===== src/rtl/inst_fetch_pkg.sv =====
// Shared bus widths and constants for the instruction-fetch stage.
package inst_fetch_pkg;

  localparam int InstAddrBus = 32;
  localparam int InstBus     = 32;

  localparam logic [InstBus-1:0]     ZeroWord       = 32'h0000_0000;
  localparam logic [InstAddrBus-1:0] DefaultResetPc = 32'h0000_0000;

  // Word-align an address by clearing its two byte-offset bits.
  function automatic logic [InstAddrBus-1:0] align4(input logic [InstAddrBus-1:0] addr);
    return addr & ~32'h0000_0003;
  endfunction

endpackage


===== src/rtl/inst_fetch.sv =====
// Fetch stage: assembles 32-bit instructions from four byte reads and hands
// {pc, inst} to decode over valid/ready; redirects from decode win over everything.
module inst_fetch
  import inst_fetch_pkg::*;
#(
  parameter logic [InstAddrBus-1:0] RESET_PC = DefaultResetPc
) (
  input  logic                   clk,
  input  logic                   rst,
  output logic                   mem_req_o,
  output logic [InstAddrBus-1:0] mem_addr_o,
  input  logic                   mem_ack_i,
  input  logic [7:0]             mem_data_i,
  output logic                   inst_valid_o,
  input  logic                   id_ready_i,
  output logic [InstAddrBus-1:0] pc_o,
  output logic [InstBus-1:0]     inst_o,
  input  logic                   branch_flag_i,
  input  logic [InstAddrBus-1:0] branch_addr_i
);

  typedef enum logic {FETCH, HOLD} state_e;

  state_e                 state_reg,    state_next;
  logic [InstAddrBus-1:0] pc_reg,       pc_next;
  logic [1:0]             byte_idx_reg, byte_idx_next;
  logic [InstBus-1:0]     inst_buf_reg, inst_buf_next;
  logic                   req_reg,      req_next;
  logic [InstAddrBus-1:0] addr_reg,     addr_next;
  logic                   valid_reg,    valid_next;
  logic [InstAddrBus-1:0] pc_out_reg,   pc_out_next;
  logic [InstBus-1:0]     inst_reg,     inst_next;

  always_ff @(posedge clk) begin
    if (rst) begin
      state_reg    <= FETCH;
      pc_reg       <= RESET_PC;
      byte_idx_reg <= 2'd0;
      inst_buf_reg <= ZeroWord;
      req_reg      <= 1'b0;
      addr_reg     <= RESET_PC;
      valid_reg    <= 1'b0;
      pc_out_reg   <= RESET_PC;
      inst_reg     <= ZeroWord;
    end else begin
      state_reg    <= state_next;
      pc_reg       <= pc_next;
      byte_idx_reg <= byte_idx_next;
      inst_buf_reg <= inst_buf_next;
      req_reg      <= req_next;
      addr_reg     <= addr_next;
      valid_reg    <= valid_next;
      pc_out_reg   <= pc_out_next;
      inst_reg     <= inst_next;
    end
  end

  always_comb begin
    state_next    = state_reg;
    pc_next       = pc_reg;
    byte_idx_next = byte_idx_reg;
    inst_buf_next = inst_buf_reg;
    req_next      = req_reg;
    addr_next     = addr_reg;
    valid_next    = valid_reg;
    pc_out_next   = pc_out_reg;
    inst_next     = inst_reg;

    if (branch_flag_i) begin
      state_next    = FETCH;
      pc_next       = align4(branch_addr_i);
      byte_idx_next = 2'd0;
      req_next      = 1'b1;
      addr_next     = align4(branch_addr_i);
      valid_next    = 1'b0;
    end else begin
      case (state_reg)
        FETCH: begin
          // The first cycle after reset has no request outstanding yet, so
          // any ack seen then cannot belong to us.
          if (!req_reg) begin
            req_next = 1'b1;
          end else if (mem_ack_i) begin
            inst_buf_next[{byte_idx_reg, 3'b000} +: 8] = mem_data_i;
            if (byte_idx_reg != 2'd3) begin
              byte_idx_next = byte_idx_reg + 2'd1;
              addr_next     = {pc_reg[InstAddrBus-1:2], byte_idx_reg + 2'd1};
            end else begin
              inst_next     = {mem_data_i, inst_buf_reg[23:0]};
              pc_out_next   = pc_reg;
              valid_next    = 1'b1;
              byte_idx_next = 2'd0;
              req_next      = 1'b0;
              // Pre-load the sequential address so it is ready the moment decode accepts.
              addr_next     = pc_reg + 32'd4;
              state_next    = HOLD;
            end
          end
        end
        HOLD: begin
          if (id_ready_i) begin
            valid_next = 1'b0;
            pc_next    = pc_reg + 32'd4;
            req_next   = 1'b1;
            state_next = FETCH;
          end
        end
        default: state_next = FETCH;
      endcase
    end
  end

  assign mem_req_o    = req_reg;
  assign mem_addr_o   = addr_reg;
  assign inst_valid_o = valid_reg;
  assign pc_o         = pc_out_reg;
  assign inst_o       = inst_reg;

endmodule


===== config.mk =====
export PLATFORM = sky130hd
export DESIGN_NAME = inst_fetch
export DESIGN_NICKNAME = d
export VERILOG_FILES = /design/src/rtl/inst_fetch_pkg.sv /design/src/rtl/inst_fetch.sv
export SDC_FILE = /design/constraint.sdc
export NUM_CORES = 1
export LEC_CHECK = 0
export BUFFER_PORTS_ARGS = -buffer_cell sky130_fd_sc_hd__buf_4
export CAP_MARGIN = 20
export CORE_MARGIN = 2
export CORE_UTILIZATION = 59
export DETAILED_ROUTE_END_ITERATION = 7
export HOLD_SLACK_MARGIN = 0.02
export PLACE_DENSITY = 0.85
export SLEW_MARGIN = 5
export SYNTH_ARGS = -nofsm -noshare
export SYNTH_HDL_FRONTEND = slang
export SYNTH_SLANG_ARGS = --single-unit

===== constraint.sdc =====
create_clock -name clk -period 5.5 [get_ports clk]
set_input_delay 0.275 -clock clk [delete_from_list [all_inputs] [get_ports clk]]
set_output_delay 0.275 -clock clk [all_outputs]
set_load 0.03 [all_outputs]

-- Yosys cells after proc, flatten, opt, wreduce, memory -nomap -nowiden
Index checks and enable logic that the tools add are counted.
W data, S select, Z words.
- register bits after elaboration: 165
- bits of input ports: 45
- output and inout bits: 98
- logic and storage cells: 64
- add/sub/neg operators: 3
- equal/unequal tests: 7
- shifts and indexed selects: 2
- muxes and demuxes: 26
- bitwise operators: 3
- reductions and logical operators: 12
- operators with widths (cell ; count):
    $mux W32 ; 8
    $add A32 B3 Y32 const B ; 1
    $bwmux W32 ; 1
    $shift A8 B7 Y32 const A ; 1
    $shiftx A8 B7 Y32 ; 1
    $mux W1 ; 13
    $ne A2 B2 Y1 const B ; 6
    $reduce_and A4 Y1 ; 2
    $reduce_bool A2 Y1 ; 4
    $neg A5 Y7 ; 1
    $pmux W1 S2 ; 3
    $reduce_and A3 Y1 ; 2
    $reduce_and A5 Y1 ; 1
    $reduce_and A2 Y1 ; 2
    $ne A3 B3 Y1 const B ; 1
    $not A1 Y1 ; 3
    $add A2 B1 Y2 const B ; 1
    $mux W2 ; 1
    $reduce_or A2 Y1 ; 1

-- Logic depth before layout (Yosys ltp)
Gate-level depths: netlist of the first run.
- depth in word-level cells: 6
- mapped depth: 8

-- Worst setup path after synthesis of the first run
No wires, ideal clock.
- path kind: register to register
- from: register byte_idx_reg[0]
- to: register addr_reg[28] (netlist: mem_addr_o[28])
- arrival: 1.930 ns
- data required time: 5.368 ns
- path slack: 3.438 ns
- cell stages (with the launch flop): 8
- buffers on the path: 2
- clock period less this slack: 2.062 ns
- path through: dfxtp_1 ha_1 clkbuf_1 clkbuf_1 nand3_1 nor4_1 mux2i_1 a21oi_1
- longest elaborated chain between the ends: 6
- ends and longest elaborated chain (item ; line ; source):
    from (decl) ; inst_fetch.sv:26 ; logic [1:0] byte_idx_reg, byte_idx_next;
    from (signal assigned) ; inst_fetch.sv:48 ; byte_idx_reg <= byte_idx_next;
    $ne A2 B2 Y1 ; inst_fetch.sv:85 ; if (byte_idx_reg != 2'd3) begin
    $mux W32 ; inst_fetch.sv:85 ;
    $mux W32 ; inst_fetch.sv:83 ; end else if (mem_ack_i) begin
    $mux W32 ; inst_fetch.sv:81 ; if (!req_reg) begin
    $mux W32 ; inst_fetch.sv:77 ; case (state_reg)
    $mux W32 ; inst_fetch.sv:69 ; if (branch_flag_i) begin
    to (signal assigned) ; inst_fetch.sv:51 ; addr_reg <= addr_next;
    to (decl) ; inst_fetch.sv:29 ; logic [InstAddrBus-1:0] addr_reg, addr_next;
Every way passes these cells. The select of a mux whose other input is x is not followed.
A chain may end at the register's enable or synchronous reset.

-- Worst setup path in the final report of the first run
- from: register byte_idx_reg[0]
- to: register pc_out_reg[18] (netlist: pc_o[18])
- longest elaborated chain between the ends: 3
- ends and longest elaborated chain (item ; line ; source):
    $ne A2 B2 Y1 ; inst_fetch.sv:85 ;
    $not A1 Y1 (no line) ; -- ;
    $reduce_and A5 Y1 (no line) ; -- ;
    to (signal assigned) ; inst_fetch.sv:53 ; pc_out_reg <= pc_out_next;
    to (decl) ; inst_fetch.sv:31 ; logic [InstAddrBus-1:0] pc_out_reg, pc_out_next;
Every way passes these cells.

==> results of run 1 <==
==> worst max-delay path: cells and delay by family, from the launching register on <==
kind	cells	cell delay, ps
AO/OA/AOI/OAI	1	160
buffers and inverters	3	840
AND/OR/NAND/NOR	2	730
adder cells (fa/ha/maj)	1	190
flip-flops	1	460
==> report_power, final <==
part	internal (mW)	switching, mW
clock	0.710	0.480
sequential	1.12	0.0427
combinational	0.0823	0.126
total	1.92	0.649
==> area by class of cell <==
class,count,area [um^2],share of cell area (%)
timing repair buffer,145,1120,13.1
inverter,8,30.0,0.350
clock buffer,20,467,5.44
multi-input combinational,661,3620,42.2
clock inverter,12,141,1.65
sequential,151,3020,35.2
tap,143,179,2.08
==> kinds of logic (layout without fill, tap and decap cells) <==
family | after synthesis | count (layout) | synth area share (%)
and+or+nand+nor | 413 | 413 | 28.3
AOI/OAI and AO/OA | 186 | 186 | 15.2
DFF | 151 | 151 | 43.2
buffers and inverters | 85 | 185 | 5.29
xor gates and xnor gates | 44 | 44 | 5.50
muxes | 10 | 10 | 1.45
adders and majority gates | 6 | 6 | 1.07
other | 1 | 2 | 0.0535
==> layer usage <==
metal,vias to the layer above,part of all wire (%)
met4,0,2.0
met3,33,6.8
met1,3078,44
li1,3239,-
met5,-,0
met2,241,47
==> cells in the mapped netlist (all sizes together) (8+ instances only) <==
master / instances / share of area, %
a211oi: 16 / 1.8
a21boi: 12 / 1.3
a21oi: 128 / 9.1
and2: 12 / 1.1
and3: 9 / 0.80
buf: 20 / 1.8
clkbuf: 57 / 3.1
dfxtp: 151 / 43
inv: 8 / 0.43
mux2i: 9 / 1.3
nand2: 201 / 11
nand3: 46 / 3.4
nand4: 26 / 2.8
nor2: 55 / 2.9
nor3: 28 / 2.2
nor4: 13 / 1.8
o21ai: 10 / 0.71
xnor2: 13 / 1.6
xor2: 31 / 3.9
==> path summary, 6_finish.rpt <==
path | start | end | slack [ps] | cells after the start
hold / removal | branch_addr_i[19] | mem_addr_o[19] | 70 | 3
hold reg to reg | inst_buf_reg[13] | inst_buf_reg[13] | 450 | 2
setup / recovery | byte_idx_reg[0] | pc_o[18] | 3020 | 7
setup reg to reg | byte_idx_reg[0] | pc_o[18] | 3020 | 7
==> out/qor.csv, run 1 <==
stage,metric,value,unit
status,run status,finished with violations,
status,violated checks,DRC,
floorplan,Core Rows,39,
grt,GRT met2 Usage,46.6,%
power,Final Power,2.57,mW
drt,DRC,7,
sta,fin crit share,45.2,%
yosys,syn_area_per_cell,7.82,um^2
critical_path,slowest CP cell,nor3_4,
placement,placed cell areas,0.00798,mm^2
drt,drt initial violations,647,
sta,Setup Skew,5.28,ps
yosys,number of synthesized flops with an enable pin,0,
yosys,Seq cells post-synth,151,
placement,gpl congestion,0.930,
floorplan,Die W,113,um
sta,worst rel slew slack,38.6,%
drt,First-pass DRT Iterations,8,
drt,drt total wl,18500,um
finish,Final Non-Filler Cells,1140,
placement,# port buffers,138,
drt,routed len/inst,16.2,um
sta,Min Hold Slack,72.5,ps
finish,P&R area growth vs syn,22.6,%
critical_path,CP peak stage delay,630,ps
power,Max VDD drop,0.000291,V
sta,Worst Tran Pin Value,919,ps
drt,Routed Antenna Nets,0,
drt,Vias/cell,5.78,
min_path,worst min path class,primary input to register,
floorplan,Core ar.,0.0115,mm^2
floorplan,Die Area,0.0128,mm^2
sta,final hold vios,0,
floorplan,Die H,113,um
finish,number of flip-flops in the largest register,32,
critical_path,crit path DAT,2830,ps
finish,share of post-route cells with drive strength above 1,20.2,%
finish,"most common cell after layout, fill and taps aside",nand2_1,
power,power density cells,299,mW/mm^2
critical_path,Crit path top cell by count,buf_4,
grt,vias in the first global route,6036,
cts,clock root buffer,clkbuf_16,
yosys,share of synthesized flip-flops with an asynchronous set or reset,0,%
floorplan,Initial Utilization,60.8,%
critical_path,critical setup path kind,register to register,
sta,Final WS setup,3020,ps
cts,Post-CTS Setup Inserts,0,
finish,Finished Core Util,74.6,%
yosys,warning count from the yosys run,0,
cts,clk slew on worst S/H paths,60,ps
critical_path,Critical Path Sink Type,register,
grt,met1 Track Usage GR,39.1,%
grt,GRT Max-Usage Layer,met2,
cts,CTS Hold Bufs,0,
cts,clk sinks,151,
grt,gr ovfl total,0,
finish,most frequent cells in the layout,"nand2_1, dfxtp_1, buf_4",
grt,initial antenna violation count,0,
sta,min cycle time layout,2480,ps
placement,Place WS,3080,ps
cts,Worst-Skew Late Latency,430,ps
cts,CTS tree,yes,
cts,H-Tree Depth,4,
sta,max-slew violation count,0,
power,Static Leak,3.29,nW
yosys,"Seq/Total Area, Yosys",43.2,%
critical_path,critical path cell sequence,"ha_1, buf_4, inv_1, nor3_4, buf_4, nand2_1, a21oi_1",
sta,RSZ-0062 raised after global routing,false,
cts,Max Buffers Root-to-Sink,2,
grt,largest net degree at the start of global routing,88,
cts,PostCTS Resize Cnt,0,
sta,fmax,403,MHz
yosys,Unique masters post-synth,52,
grt,first-pass GRT wire length,30000,um
critical_path,CP Launch Type,register,
critical_path,"Data required, critical path",5850,ps
flow_run,MaxCap Viol Count,0,
drt,Vias,6591,
finish,final net count,1035,
finish,diode count,0,
yosys,Cells after Synth,896,
cts,CTS buffer count,17,
yosys,ys flop type,dfxtp_1,
floorplan,I/O Pins,143,
placement,DP Cell Count,1108,
placement,post-DP HPWL,12200,um
finish,number of fillers in the final layout,901,
sta,Setup-failing EPs final,0,
yosys,synthesized area,0.00701,mm^2
sta,setup TNS,0,ps
finish,cell area after layout,0.00859,mm^2
grt,Total GRT Usage,29.3,%
grt,GR Layer Usage met3,6.70,%
critical_path,CP max FO,28,
Note: power is estimated with default switching activity, not from simulation.
==> inputs of run 2 (changes only) <==
--- a/config.mk
+++ b/config.mk
@@ -8,10 +8,10 @@
 export BUFFER_PORTS_ARGS = -buffer_cell sky130_fd_sc_hd__buf_4
 export CAP_MARGIN = 20
 export CORE_MARGIN = 2
-export CORE_UTILIZATION = 59
+export CORE_UTILIZATION = 50
 export DETAILED_ROUTE_END_ITERATION = 7
 export HOLD_SLACK_MARGIN = 0.02
-export PLACE_DENSITY = 0.85
+export PLACE_DENSITY = 0.77
 export SLEW_MARGIN = 5
 export SYNTH_ARGS = -nofsm -noshare
 export SYNTH_HDL_FRONTEND = slang
==> constraint.sdc (replaced) <==
create_clock -name clk -period 2.15 [get_ports clk]
set_input_delay 0.1075 -clock clk [delete_from_list [all_inputs] [get_ports clk]]
set_output_delay 0.1075 -clock clk [all_outputs]
set_load 0.03 [all_outputs]
==> run 2 against run 1 <==
Via count grew 6.0%. Critical path depth down 2. Combinational power grew to 3.3 times the previous value. Clock skew increased by 1.8 ps. Maximum frequency rose by 19%. The flow now finishes without violations.
==> out/qor.csv, run 2 (synthesis results as in run 1) <==
stage,metric,value,unit,change
floorplan,Core ar.,0.0138,mm^2,+20%
finish,number of flip-flops in the largest register,32,,unchanged
power,Sw Share,25.4,%,+0.12 points
placement,placed cell areas,0.00833,mm^2,+4.4%
sta,setup TNS,0,ps,unchanged
critical_path,critical setup path kind,register to register,,
drt,DRC,0,,-7
drt,routed len/inst,16.2,um,-0.22%
power,Max VDD drop,0.000521,V,+79%
sta,Setup Skew,7.04,ps,+1.76 ps
cts,H-Tree Depth,4,,unchanged
floorplan,Die W,122,um,+8.3%
critical_path,critical path cell sequence,"nand2_1, or3_1, nor4_1, mux2i_1, a21oi_1",,
critical_path,"Data required, critical path",2450,ps,-3400 ps
finish,final net count,1110,,+7.2%
grt,largest net degree at the start of global routing,59,,-33%
critical_path,Critical Path Sink Type,register,,
drt,drt total wl,20200,um,+9.7%
grt,GRT Max-Usage Layer,met2,,
drt,First-pass DRT Iterations,7,,-1
sta,worst rel slew slack,62.3,%,+24 points
sta,Worst Tran Pin Value,562,ps,-357 ps
finish,cell area after layout,0.00927,mm^2,+8.0%
finish,"most common cell after layout, fill and taps aside",nand2_1,,
sta,fmax,480,MHz,+19%
grt,Total GRT Usage,26.9,%,-2.4 points
finish,P&R area growth vs syn,32.3,%,
sta,final hold vios,0,,unchanged
placement,DP Cell Count,1187,,+7.1%
drt,Vias/cell,5.57,,-3.6%
critical_path,CP max FO,8,,-71%
sta,fin crit share,96.8,%,+52 points
grt,initial antenna violation count,1,,+1
power,power density cells,715,mW/mm^2,+140%
finish,share of post-route cells with drive strength above 1,22.8,%,+2.6 points
cts,clk slew on worst S/H paths,60,ps,about the same
floorplan,Core Rows,43,,+10%
finish,Final Non-Filler Cells,1253,,+9.9%
min_path,worst min path class,primary input to register,,
cts,clock root buffer,clkbuf_16,,
placement,# port buffers,138,,unchanged
placement,post-DP HPWL,13500,um,+11%
floorplan,Die H,122,um,+8.3%
placement,gpl congestion,0.899,,-3.4%
grt,vias in the first global route,6353,,+5.3%
cts,CTS tree,yes,,
status,run status,"finished, final reports clean",,
cts,Max Buffers Root-to-Sink,2,,unchanged
critical_path,CP Launch Type,register,,
floorplan,I/O Pins,143,,unchanged
critical_path,reg2reg path depth,5,,-2
sta,min cycle time layout,2080,ps,-402 ps
critical_path,CP peak stage delay,600,ps,-30 ps
critical_path,crit path DAT,2380,ps,-450 ps
finish,most frequent cells in the layout,"nand2_1, buf_4, dfxtp_1",,
power,P_sw,1.69,mW,+160%
grt,met1 Track Usage GR,34.2,%,-4.9 points
power,Static Leak,3.64,nW,+11%
min_path,hold path depth,3,,unchanged
power,sequential power share,44.4,%,-1.1 points
cts,Worst-Skew Late Latency,430,ps,about the same
drt,Routed Antenna Nets,0,,unchanged
critical_path,slowest CP cell,or3_1,,
power,Internal,4.95,mW,+160%
floorplan,Initial Utilization,50.9,%,-10 points
sta,max-slew violation count,0,,unchanged
power,Comb power frac,10.4,%,+2.3 points
drt,Vias,6984,,+6.0%
power,clock share of power,45.2,%,-1.2 points
drt,drt initial violations,699,,+8.0%
grt,gr ovfl total,0,,unchanged
floorplan,Die Area,0.0150,mm^2,+17%
cts,clk sinks,151,,unchanged
cts,Post-CTS Setup Inserts,0,,unchanged
sta,RSZ-0062 raised after global routing,false,,
grt,GR Layer Usage met3,6.41,%,-0.28 points
cts,CTS buffer count,17,,unchanged
sta,Setup-failing EPs final,0,,unchanged
grt,GRT met2 Usage,44.1,%,-2.5 points
flow_run,MaxCap Viol Count,0,,unchanged
grt,first-pass GRT wire length,31400,um,+4.8%
[run 2: cell count changes in the layout (fill, tap and decap cells not counted), moves of 2 or more]
cell,delta
dlygate4sd3_1,+33
inv_6,-2
clkinv_4,+3
buf_4,+42
[run 2: worst paths after layout]
kind,slack (ps),start,endpoint
max,70,pc_reg[17],mem_addr_o[30]
min,40,branch_addr_i[23],pc_reg[23]
max reg2reg,70,pc_reg[17],mem_addr_o[30]
min reg2reg,450,inst_buf_reg[11],inst_buf_reg[11]
[run 2: metal layers]
metal	up-vias	part of all wire, %
li1	3387	-
met1	3257	42
met2	289	48
met3	51	7.0
met4	0	2.9
met5	-	0
[run 2: per-stage QoR]
step	total power [mW]	util, %	worst slack, ps	hold slack [ps]
finish	6.63	67.3	68.6	40.8
CTS	6.64	67.3	89.8	30.6
global placement	3.63	60.5	190	335
floorplan	3.38	-	87.6	216
detailed placement	3.63	60.5	102	336
global route	6.86	67.3	7.88	55.4
[run 2: worst max-delay path, delay by kind of cell (launching register included)]
family           cells  cell delay (ps)
AND/OR/NAND/NOR      3             1190
AO/OA/AOI/OAI        1               80
multiplexers         1              270
flip-flops           1              410
[run 2: power groups by stage]
stage / logic [mW] / clock network [mW] / registers, mW
after global placement: 0.624 / 0 / 3.00
after floorplan: 0.320 / 0 / 3.06
after global routing: 0.736 / 3.18 / 2.95
final: 0.688 / 3.00 / 2.95
after CTS: 0.682 / 3.02 / 2.94
after detailed placement: 0.631 / 0 / 3.00
[run 2: area by class of cell]
cell class | count | area, um^2
clock inverter | 13 | 148
inverter | 8 | 30.0
sequential | 151 | 3020
timing repair buffer | 220 | 1760
fill | 1143 | 4500
tap | 180 | 225
multi-input combinational | 661 | 3630
clock buffer | 19 | 453
antenna | 1 | 2.50
[run 2: repair_timing]
item | CTS | global route
gates resized for setup | 0 | 1
setup endpoints to repair | 0 | 1
endpoints found under the hold margin | 70 | 0
hold buffers | 33 | 0
==> inputs of run 3 (changes only) <==
==> constraint.sdc (replaced) <==
create_clock -name clk -period 2.15 [get_ports clk]
set_input_delay 0.43 -clock clk [delete_from_list [all_inputs] [get_ports clk]]
set_output_delay 0.43 -clock clk [all_outputs]
set_load 0.03 [all_outputs]
==> run 3 against run 2 <==
Largest power group unchanged. Maximum frequency is 3.1% higher. Largest cell class unchanged. Sequential power hardly changed. Setup slack better by 64 ps.
==> out/qor.csv, run 3 (synthesis results as in run 1) <==
stage,metric,value,unit,change
finish,"most common cell after layout, fill and taps aside",nand2_1,,
critical_path,Crit path top cell by count,nor3_1,,
critical_path,worst r2r src,byte_idx_reg[0],,
cts,CTS buffer count,17,,unchanged
grt,gr ovfl total,0,,unchanged
placement,placed cell areas,0.00838,mm^2,+0.60%
critical_path,critical setup path kind,register to register,,
grt,initial antenna violation count,0,,-1
sta,worst rel slew slack,66.1,%,+3.9 points
flow_run,MaxCap Viol Count,0,,unchanged
placement,gpl congestion,0.911,,+1.4%
floorplan,Die W,122,um,unchanged
critical_path,crit path DAT,2310,ps,-70 ps
sta,Setup Skew,7.38,ps,+0.338 ps
cts,CTS Hold Bufs,0,,-100%
placement,# port buffers,138,,unchanged
finish,number of flip-flops in the largest register,32,,unchanged
finish,number of fillers in the final layout,1189,,+4.0%
finish,most frequent cells in the layout,"nand2_1, buf_4, dfxtp_1",,
finish,area of the multi-input gates,0.00363,mm^2,unchanged
cts,CTS tree,yes,,
floorplan,Core Rows,43,,unchanged
floorplan,Initial Utilization,50.9,%,unchanged
finish,P&R area growth vs syn,28.8,%,
grt,vias in the first global route,6262,,-1.4%
sta,min cycle time layout,2020,ps,-63.5 ps
drt,First-pass DRT Iterations,5,,-2
sta,final hold vios,0,,unchanged
critical_path,Worst Setup SP,byte_idx_reg[0],,
critical_path,CP max FO,8,,unchanged
drt,routed len/inst,16.4,um,+1.2%
floorplan,Die Area,0.0150,mm^2,unchanged
drt,DRC,0,,unchanged
drt,Vias/cell,5.62,,+0.82%
power,Max VDD drop,0.000698,V,+34%
placement,post-DP HPWL,13500,um,about the same
critical_path,CP Launch Type,register,,
sta,Setup-failing EPs final,0,,unchanged
sta,max-slew violation count,0,,unchanged
finish,final net count,1082,,-2.5%
status,run status,"finished, final reports clean",,
sta,fmax,496,MHz,+3.1%
floorplan,Die H,122,um,unchanged
critical_path,critical path cell sequence,"ha_1, nand3_1, nor3_1, a21boi_0, nor3_1, o22ai_1",,
drt,drt initial violations,703,,+0.57%
cts,clock root buffer,clkbuf_16,,
cts,clk sinks,151,,unchanged
finish,diode count,0,,-1
critical_path,CP peak stage delay,430,ps,-170 ps
cts,H-Tree Depth,4,,unchanged
drt,Vias,6878,,-1.5%
floorplan,I/O Pins,143,,unchanged
finish,Register Area,0.00302,mm^2,unchanged
sta,setup TNS,0,ps,unchanged
grt,Total GRT Usage,26.4,%,-0.49 points
grt,largest net degree at the start of global routing,82,,+39%
grt,first-pass GRT wire length,30900,um,-1.6%
critical_path,"delay-heaviest family, CP",simple AND/OR/NAND/NOR gates,,
power,Static Leak,3.55,nW,-2.5%
sta,Worst Tran Pin Value,508,ps,-53.8 ps
finish,cell area after layout,0.00902,mm^2,-2.6%
min_path,worst min path class,primary input to register,,
critical_path,slowest CP cell,ha_1,,
critical_path,Buf/Inv on CP,0,,unchanged
cts,Post-CTS Setup Inserts,0,,unchanged
cts,Worst-Skew Late Latency,430,ps,about the same
sta,fin crit share,93.9,%,-3.0 points
drt,Routed Antenna Nets,0,,unchanged
cts,Max Buffers Root-to-Sink,2,,unchanged
critical_path,"Data required, critical path",2440,ps,about the same
floorplan,Core ar.,0.0138,mm^2,unchanged
power,power density cells,752,mW/mm^2,+5.1%
sta,RSZ-0062 raised after global routing,false,,
finish,share of post-route cells with drive strength above 1,23.8,%,+0.99 points
min_path,hold path startpoint,branch_addr_i[19],,
critical_path,Critical Path Sink Type,register,,
drt,drt total wl,20000,um,-1.1%
cts,clk slew on worst S/H paths,60,ps,about the same
run 3: layer usage:
layer  up-vias  part of all wire [%]  GRT usage (%)
met5         -                     0              0
met1      3252                    42           33.2
met3        38                   6.8           6.41
met4         0                   1.9           8.91
met2       252                    49           44.3
li1       3336                     -              -
run 3: cell type report:
type / instances / share of cell area (%)
clock buffer: 19 / 4.91
multi-input combinational: 661 / 40.2
inverter: 8 / 0.333
tap: 180 / 2.50
clock inverter: 13 / 2.16
timing repair buffer: 192 / 16.4
sequential: 151 / 33.5
run 3: stage by stage:
step | total power, mW | hold slack (ps) | util, % | cells | setup WS, ps
4_1_cts | 6.81 | 229 | 65.5 | 1224 | 56.4
5_1_grt | 7.00 | 246 | 65.5 | 1224 | 13.1
2_1_floorplan | 3.38 | 432 | - | 897 | 87.6
3_5_place_dp | 3.64 | 444 | 60.9 | 1192 | 176
6_report | 6.79 | 228 | 65.5 | 1224 | 132
3_3_place_gp | 3.63 | 440 | 60.9 | 1192 | 195
run 3: power by group:
group | total [mW] | internal (mW) | switching, mW
registers | 2.94 | 2.88 | 0.0655
logic | 0.646 | 0.254 | 0.392
clock network | 3.20 | 1.99 | 1.21
run 3: final timing paths:
kind                          to  slack, ps  depth (start not counted)
hold / removal    mem_addr_o[19]        230                          3
hold reg to reg       inst_o[22]        450                          2
setup reg to reg  mem_addr_o[18]        130                          6
setup / recovery  mem_addr_o[18]        130                          6
run 3: repair_timing:
item                                    in CTS  in global routing
hold endpoints to repair                     0                  0
resized for setup                            0                  1
endpoints found under the setup margin       0                  1
run 3: tightest hold or removal path: stages:
cell and delay (ps):
buf_4 90, nand2_1 40, o21ai_0 60
